## src/rtl/rvmyth_run_ctrl_pkg.sv

```systemverilog
// rtl/rvmyth_run_ctrl_pkg.sv - shared types, defaults and request decode for rvmyth run control
package rvmyth_ctrl_pkg;

    localparam int OUT_W_DEF = 10;
    localparam int CNT_W_DEF = 16;

    typedef enum logic [2:0] {
        ST_RST_HOLD = 3'd0,
        ST_HALT     = 3'd1,
        ST_RUN      = 3'd2,
        ST_STEP     = 3'd3,
        ST_FINISH   = 3'd4
    } state_e;

    // Highest-priority request wins; lower ones in the same cycle are dropped.
    typedef enum logic [2:0] {
        REQ_NONE    = 3'd0,
        REQ_START   = 3'd1,
        REQ_STEP    = 3'd2,
        REQ_HALT    = 3'd3,
        REQ_RESTART = 3'd4
    } req_e;

    function automatic req_e decode_req(input logic restart, input logic halt,
                                        input logic step, input logic start);
        if (restart)    return REQ_RESTART;
        else if (halt)  return REQ_HALT;
        else if (step)  return REQ_STEP;
        else if (start) return REQ_START;
        else            return REQ_NONE;
    endfunction

endpackage

```

## src/rtl/rvmyth_run_ctrl_if.sv

```systemverilog
// rtl/rvmyth_run_ctrl_if.sv - request and status bundle between host and run controller
interface rvmyth_run_ctrl_if #(
    parameter int OUT_W = 10,
    parameter int CNT_W = 16
) ();
    logic             start;
    logic             halt;
    logic             step;
    logic             restart;
    logic [OUT_W-1:0] core_out;
    logic [OUT_W-1:0] expect_val;
    logic             expect_en;
    logic             core_reset;
    logic             clk_en;
    logic             busy;
    logic             done;
    logic             pass;
    logic             timeout;
    logic [CNT_W-1:0] cycle_cnt;
    logic [OUT_W-1:0] out_sample;

    modport master (
        output start, halt, step, restart, core_out, expect_val, expect_en,
        input  core_reset, clk_en, busy, done, pass, timeout, cycle_cnt, out_sample
    );

    modport slave (
        input  start, halt, step, restart, core_out, expect_val, expect_en,
        output core_reset, clk_en, busy, done, pass, timeout, cycle_cnt, out_sample
    );
endinterface

```

## src/rtl/rvmyth_run_ctrl_sat_cnt.sv

```systemverilog
// rtl/rvmyth_run_ctrl_sat_cnt.sv - saturating up-counter with synchronous clear and enable
module rvmyth_ctrl_sat_cnt #(
    parameter int W = 8
) (
    input  logic         clk,
    input  logic         reset,
    input  logic         clr,
    input  logic         en,
    output logic [W-1:0] q
);
    // Clear beats enable; counting stops at all-ones instead of wrapping.
    always_ff @(posedge clk) begin
        if (reset || clr)
            q <= '0;
        else if (en && (q != '1))
            q <= q + W'(1);
    end
endmodule

```

## src/rtl/rvmyth_run_ctrl.sv

```systemverilog
// rtl/rvmyth_run_ctrl.sv - reset hold, start/halt/step sequencing and run completion for rvmyth
module rvmyth_run_ctrl
    import rvmyth_ctrl_pkg::*;
#(
    parameter int OUT_W      = OUT_W_DEF,
    parameter int CNT_W      = CNT_W_DEF,
    parameter int RST_CYCLES = 5,
    parameter int TIMEOUT    = 1000
) (
    input  logic          clk_pri,
    input  logic          reset,
    rvmyth_run_ctrl_if.slave bus
);
    state_e           state_q, state_d;
    req_e             req;
    logic [7:0]       hold_cnt;
    logic [CNT_W-1:0] cnt_q;
    logic             match, hold_done, hold_clr, hold_en, cnt_en, cnt_clr;
    logic             pass_d, timeout_d;
    logic             core_reset_q, clk_en_q, busy_q, done_q, pass_q, timeout_q;
    logic [OUT_W-1:0] out_sample_q;

    assign req       = decode_req(bus.restart, bus.halt, bus.step, bus.start);
    assign match     = bus.expect_en && (bus.core_out == bus.expect_val);
    assign hold_done = (hold_cnt == 8'(RST_CYCLES - 1));

    // Hold counter only runs while in the reset hold and restarts from zero on every entry.
    assign hold_en  = (state_q == ST_RST_HOLD);
    assign hold_clr = (req == REQ_RESTART) || (state_q != ST_RST_HOLD);

    // Executed cycles are exactly those where the gate is open outside the reset hold.
    assign cnt_en  = (state_q == ST_RUN) || (state_q == ST_STEP);
    assign cnt_clr = (req == REQ_RESTART);

    rvmyth_ctrl_sat_cnt #(.W(8)) u_hold_cnt (
        .clk   (clk_pri),
        .reset (reset),
        .clr   (hold_clr),
        .en    (hold_en),
        .q     (hold_cnt)
    );

    rvmyth_ctrl_sat_cnt #(.W(CNT_W)) u_cycle_cnt (
        .clk   (clk_pri),
        .reset (reset),
        .clr   (cnt_clr),
        .en    (cnt_en),
        .q     (cnt_q)
    );

    // Next-state and sticky result flags; restart overrides every state.
    always_comb begin
        state_d   = state_q;
        pass_d    = pass_q;
        timeout_d = timeout_q;
        if (req == REQ_RESTART) begin
            state_d   = ST_RST_HOLD;
            pass_d    = 1'b0;
            timeout_d = 1'b0;
        end else begin
            case (state_q)
                ST_RST_HOLD: if (hold_done) state_d = ST_HALT;
                ST_HALT: begin
                    if (req == REQ_STEP)       state_d = ST_STEP;
                    else if (req == REQ_START) state_d = ST_RUN;
                end
                ST_RUN: begin
                    if (req == REQ_HALT) begin
                        state_d = ST_HALT;
                    end else if (match) begin
                        state_d = ST_FINISH;
                        pass_d  = 1'b1;
                    end else if (cnt_q == CNT_W'(TIMEOUT - 1)) begin
                        state_d   = ST_FINISH;
                        timeout_d = 1'b1;
                    end
                end
                ST_STEP:   state_d = ST_HALT;
                ST_FINISH: state_d = ST_FINISH;
                default:   state_d = ST_RST_HOLD;
            endcase
        end
    end

    // State and registered outputs, decoded from the next state so they align with it.
    always_ff @(posedge clk_pri) begin
        if (reset) begin
            state_q      <= ST_RST_HOLD;
            core_reset_q <= 1'b1;
            clk_en_q     <= 1'b1;
            busy_q       <= 1'b1;
            done_q       <= 1'b0;
            pass_q       <= 1'b0;
            timeout_q    <= 1'b0;
            out_sample_q <= '0;
        end else begin
            state_q      <= state_d;
            core_reset_q <= (state_d == ST_RST_HOLD);
            clk_en_q     <= (state_d == ST_RST_HOLD) || (state_d == ST_RUN) || (state_d == ST_STEP);
            busy_q       <= (state_d == ST_RST_HOLD) || (state_d == ST_RUN) || (state_d == ST_STEP);
            done_q       <= (state_d == ST_FINISH);
            pass_q       <= pass_d;
            timeout_q    <= timeout_d;
            if (clk_en_q)
                out_sample_q <= bus.core_out;
        end
    end

    assign bus.core_reset = core_reset_q;
    assign bus.clk_en     = clk_en_q;
    assign bus.busy       = busy_q;
    assign bus.done       = done_q;
    assign bus.pass       = pass_q;
    assign bus.timeout    = timeout_q;
    assign bus.cycle_cnt  = cnt_q;
    assign bus.out_sample = out_sample_q;
endmodule

```

## src/flat_wrapper.sv

```systemverilog
// flat-port wrapper written by rule: the top's interface ports become plain ports
module rvmyth_run_ctrl_flat import rvmyth_ctrl_pkg::*;
#(
    parameter int OUT_W      = OUT_W_DEF,
    parameter int CNT_W      = CNT_W_DEF,
    parameter int RST_CYCLES = 5,
    parameter int TIMEOUT    = 1000
)
  (clk_pri, reset, bus_start, bus_halt, bus_step, bus_restart, bus_core_out, bus_expect_val, bus_expect_en, bus_core_reset, bus_clk_en, bus_busy, bus_done, bus_pass, bus_timeout, bus_cycle_cnt, bus_out_sample);
  rvmyth_run_ctrl_if #(.OUT_W(OUT_W), .CNT_W(CNT_W)) bus_i ();
  input  logic clk_pri;
  input  logic reset;
  input wire logic [$bits(bus_i.start)-1:0] bus_start;
  input wire logic [$bits(bus_i.halt)-1:0] bus_halt;
  input wire logic [$bits(bus_i.step)-1:0] bus_step;
  input wire logic [$bits(bus_i.restart)-1:0] bus_restart;
  input wire logic [$bits(bus_i.core_out)-1:0] bus_core_out;
  input wire logic [$bits(bus_i.expect_val)-1:0] bus_expect_val;
  input wire logic [$bits(bus_i.expect_en)-1:0] bus_expect_en;
  output wire logic [$bits(bus_i.core_reset)-1:0] bus_core_reset;
  output wire logic [$bits(bus_i.clk_en)-1:0] bus_clk_en;
  output wire logic [$bits(bus_i.busy)-1:0] bus_busy;
  output wire logic [$bits(bus_i.done)-1:0] bus_done;
  output wire logic [$bits(bus_i.pass)-1:0] bus_pass;
  output wire logic [$bits(bus_i.timeout)-1:0] bus_timeout;
  output wire logic [$bits(bus_i.cycle_cnt)-1:0] bus_cycle_cnt;
  output wire logic [$bits(bus_i.out_sample)-1:0] bus_out_sample;
  assign bus_i.start = bus_start;
  assign bus_i.halt = bus_halt;
  assign bus_i.step = bus_step;
  assign bus_i.restart = bus_restart;
  assign bus_i.core_out = bus_core_out;
  assign bus_i.expect_val = bus_expect_val;
  assign bus_i.expect_en = bus_expect_en;
  assign bus_core_reset = bus_i.core_reset;
  assign bus_clk_en = bus_i.clk_en;
  assign bus_busy = bus_i.busy;
  assign bus_done = bus_i.done;
  assign bus_pass = bus_i.pass;
  assign bus_timeout = bus_i.timeout;
  assign bus_cycle_cnt = bus_i.cycle_cnt;
  assign bus_out_sample = bus_i.out_sample;
  rvmyth_run_ctrl #(.OUT_W(OUT_W), .CNT_W(CNT_W), .RST_CYCLES(RST_CYCLES), .TIMEOUT(TIMEOUT)) u_core (.clk_pri(clk_pri), .reset(reset), .bus(bus_i));
endmodule
```

## config.mk

```make
export PLATFORM = sky130hd
export DESIGN_NAME = rvmyth_run_ctrl_flat
export DESIGN_NICKNAME = d
export VERILOG_FILES = /design/src/rtl/rvmyth_run_ctrl_pkg.sv /design/src/rtl/rvmyth_run_ctrl_if.sv /design/src/rtl/rvmyth_run_ctrl_sat_cnt.sv /design/src/rtl/rvmyth_run_ctrl.sv /design/src/flat_wrapper.sv
export SDC_FILE = /design/constraint.sdc
export NUM_CORES = 1
export LEC_CHECK = 0
export CAP_MARGIN = 5
export CORE_MARGIN = 2
export CORE_UTILIZATION = 40
export CTS_BUF_LIST = sky130_fd_sc_hd__clkbuf_2 sky130_fd_sc_hd__clkbuf_4 sky130_fd_sc_hd__clkbuf_8
export DETAILED_ROUTE_END_ITERATION = 16
export PLACE_DENSITY = 0.69
export SYNTH_ARGS = -nofsm -noshare
export SYNTH_HDL_FRONTEND = slang
export SYNTH_SLANG_ARGS = --single-unit
export TNS_END_PERCENT = 10
```

## constraint.sdc

```tcl
create_clock -name clk_pri -period 1.9 [get_ports clk_pri]
set_clock_uncertainty 0.05 [all_clocks]
set_input_delay 0.38 -clock clk_pri [delete_from_list [all_inputs] [get_ports clk_pri]]
set_output_delay 0.38 -clock clk_pri [all_outputs]
set_load 0.005 [all_outputs]
```

==> summary.txt <==
Status
  – Outcome: complete, no violations

Route
  – Drt via density: 4.90
  – Met2 WL: around 2100 µm
  – Via Count: 1851
  – DR top layer: met4
  – TritonRoute pass-1 iters: 4
  – Wirelength per Cell: 11.9 µm
  – Final ANT Viol Nets: 0
  – Drt drc: 0
  – Routed WL: 4490 µm
  – Met1 Routed Length: approximately 2000 µm
  – Met3 WL post-DR: 328 µm
  – Violation count after the first detailed-route iteration: 77

Floorplanning
  – Die Ht: approximately 77 µm
  – Die area: 0.00590 mm²
  – I/O pins: 59
  – Die width: 76.8 µm
  – Row count: 26
  – Starting density of the core: 41.5%
  – Core Footprint: slightly above 0.005 mm²

Logic synthesis
  – Post-synth ARST share: 0%
  – Mapped Area: 0.00212 mm²
  – Cell count after synthesis: ~230
  – Register bit total from synthesis: 42
  – Post-synth top area share: 39.7%
  – Post-Syn Nets: 261
  – EDFF count, synth: 0
  – Synth top area cells: dfxtp_1 (40%), xnor2_1 (10%), nor2_1 (7.1%)
  – Yosys warning count: 0
  – Seq/Total Area, Yosys: 39.7%
  – Ys flop type: dfxtp_1
  – Leading area contributor after synthesis: dfxtp_1
  – Mean post-synth cell area: 9.18 µm²
  – Yosys cell types: 42

Finish
  – Filler cell count: 466
  – Area grow syn2layout: 40.9%
  – Diode count: 0
  – Most frequent cells in the layout: clkdlybuf4s50_1 (57), dfxtp_1 (42), nor2_1 (40)
  – Final instance area: around 0.0030 mm²
  – Layout cell share with drive strength beyond 1: 12.7%
  – Commonest non-fill, non-tap cell in the layout: clkdlybuf4s50_1
  – Nets: 338

GRT
  – First-pass GRT wire length: 8030 µm
  – Largest net degree at the start of global routing: 16
  – Gr usage total: 16.6%
  – Global route overflow: 0
  – Initial antenna violation count: 0
  – Vias in the first global route: 1772

Pwr
  – Pwr per Cell Area: 540 mW/mm²
  – Internal power: 1.28 mW
  – Sw Share: 20.9%
  – Sequential power share: about 56%
  – Switch Pwr: roughly 340 µW
  – Combinational share of power: 9.6%
  – Lkg Pwr: 1.15 nW
  – VDD IR-drop max: roughly 0.00040 V
  – Power share of the clock group: 34.4%

Worst hold path
  – Tightest Hold Check Type: reg -> reg
  – Hold depth: 2
  – Hold wc startpoint: u_core.bus.timeout$_SDFFE_PP0P_
  – Hold Path Sink: u_core.bus.timeout$_SDFFE_PP0P_

Clock network
  – Clk sinks: 42
  – Root Driver: clkbuf_8
  – Cts bufs inserted: 5
  – Clock Tree Buf Depth: 2
  – Clock transition at the registers of the reported paths: around 70 ps
  – TritonCTS clock tree: yes
  – H-tree level count: 2
  – Insertion delay to the later sink of the worst-skew pair: roughly 280 ps

Setup path
  – Worst path slowest cell: or3_4
  – Reg2Reg Setup Slack: 120 ps
  – Slowest stage delay, CP: 410 ps
  – RR Endpoint: u_core.u_cycle_cnt.q[8]$_SDFFE_PP0P_
  – Critical path cell sequence: ha_1, nand3_1, or3_4, a211oi_1, xnor2_1, nor2_1
  – Crit-path max FO: 4
  – WP data arrival: around 1900 ps
  – CP required: between 2000 and 2500 ps
  – Crit Path Class: reg -> reg
  – CP startpoint kind: flip-flop
  – Worst flop-to-flop path startpoint: u_core.u_cycle_cnt.q[0]$_SDFFE_PP0P_
  – CP Capture Type: flip-flop
  – R2R depth: 6

Timing
  – FMAX: 562 MHz
  – Final hold viol count: 0
  – Setup TNS: 0 ps
  – # setup viols final: 0
  – Final period util: ~94%
  – Setup repair after global routing missed its margin: yes
  – Worst slew pin tran: 332 ps
  – Slew Limit Fails: 0
  – Max-slew headroom: about 80%
  – Minimum clock period: approximately 1800 ps

Placed design
  – Dpl cell area: 0.00289 mm²
  – Dpl hpwl: approximately 3500 µm
  – # port buffers: slightly below 60
  – Gp weighted congestion: 0.837

Flow run
  – Reported max-cap violation count: 0
==> stage by stage <==
stage	instances	util, %	power, mW	setup slack [ps]	hold WS [ps]
after floorplan	231	-	0.978	158	399
after global placement	371	56.6	1.08	-135	398
after detailed placement	371	56.6	1.08	-198	403
after CTS	378	58.3	1.64	98.6	429
after global routing	378	58.5	1.70	-7.00	464
final	378	58.5	1.61	121	423
==> cell families after synthesis <==
kind of cell	count (synthesis)	share of synthesized area [%]
AND/OR/NAND/NOR	104	27.7
buffers and inverters	14	3.19
AO/OA/AOI/OAI	28	10.6
multiplexers	10	4.72
adder cells (fa/ha/maj)	3	1.77
flip-flops	42	39.7
XOR/XNOR	30	12.4
==> cells in the mapped netlist, types with 5 or more instances <==
library cell / instances
dfxtp_1: 42
nor2_1: 40
xnor2_1: 25
nand2_1: 15
nand3_1: 11
a21oi_1: 10
mux2i_1: 10
nor3_1: 7
inv_1: 6
nand4_1: 6
a211oi_1: 5
xor2_1: 5
==> flip-flops by register name, indices dropped and copies added (netlist names) <==
register / flops
u_core.bus.timeout: 1
u_core.bus.clk_en: 1
u_core.state_q: 3
u_core.bus.core_reset: 1
u_core.u_cycle_cnt.q: 16
u_core.bus.pass: 1
u_core.bus.done: 1
u_core.bus.out_sample: 10
u_core.u_hold_cnt.q: 8
==> power by group through the flow <==
stage / sequential [mW] / combinational (mW) / clock [mW]
finish: 0.901 / 0.155 / 0.555
global route: 0.903 / 0.171 / 0.623
CTS: 0.901 / 0.158 / 0.576
detailed placement: 0.922 / 0.157 / 0
global placement: 0.921 / 0.156 / 0
floorplan: 0.922 / 0.0565 / 0
==> cell type report <==
class	instances	area, µm²	area share (%)
multi-input cells	175	1220	40.8
flip-flops and latches	42	841	28.2
repair buffers	78	733	24.5
well taps	70	87.6	2.93
clock buffers	7	83.8	2.81
inverters	6	22.5	0.754
==> worst max-delay path, delay by kind of cell, from the launching register on <==
| family | cells | cell delay [ps] |
|---|---|---|
| AOI/OAI and AO/OA | 1 | 280 |
| xor gates and xnor gates | 1 | 150 |
| adders and majority gates | 1 | 190 |
| DFF | 1 | 350 |
| and+or+nand+nor | 3 | 650 |
==> metal layers <==
| metal | up-vias | track usage (%) |
|---|---|---|
| li1 | 969 | - |
| met1 | 835 | 19.9 |
| met2 | 42 | 27.6 |
| met3 | 5 | 6.35 |
| met4 | 0 | 4.36 |
| met5 | - | 0 |
==> worst max-delay path by stage <==
stage          cells past startpoint  slack (ps)                                  from                                    end
3_5_place_dp                       6        -200                           bus_restart           u_core.bus.clk_en$_SDFF_PP1_
2_1_floorplan                      6         160  u_core.u_cycle_cnt.q[0]$_SDFFE_PP0P_  u_core.u_cycle_cnt.q[10]$_SDFFE_PP0P_
4_1_cts                            6         100                           bus_restart           u_core.bus.clk_en$_SDFF_PP1_
5_1_grt                            6          -7  u_core.u_cycle_cnt.q[8]$_SDFFE_PP0P_   u_core.u_cycle_cnt.q[0]$_SDFFE_PP0P_
6_report                           6         120  u_core.u_cycle_cnt.q[0]$_SDFFE_PP0P_   u_core.u_cycle_cnt.q[8]$_SDFFE_PP0P_
3_3_place_gp                       6        -130                           bus_restart           u_core.bus.clk_en$_SDFF_PP1_
==> what timing repair did <==
item,in CTS,in global routing
gates resized for setup,0,3
hold buffers,0,0
setup buffers,0,0
endpoints found under the setup margin,0,3
endpoints found under the hold margin,0,0
No activity file was read; power rests on OpenSTA's default activity.
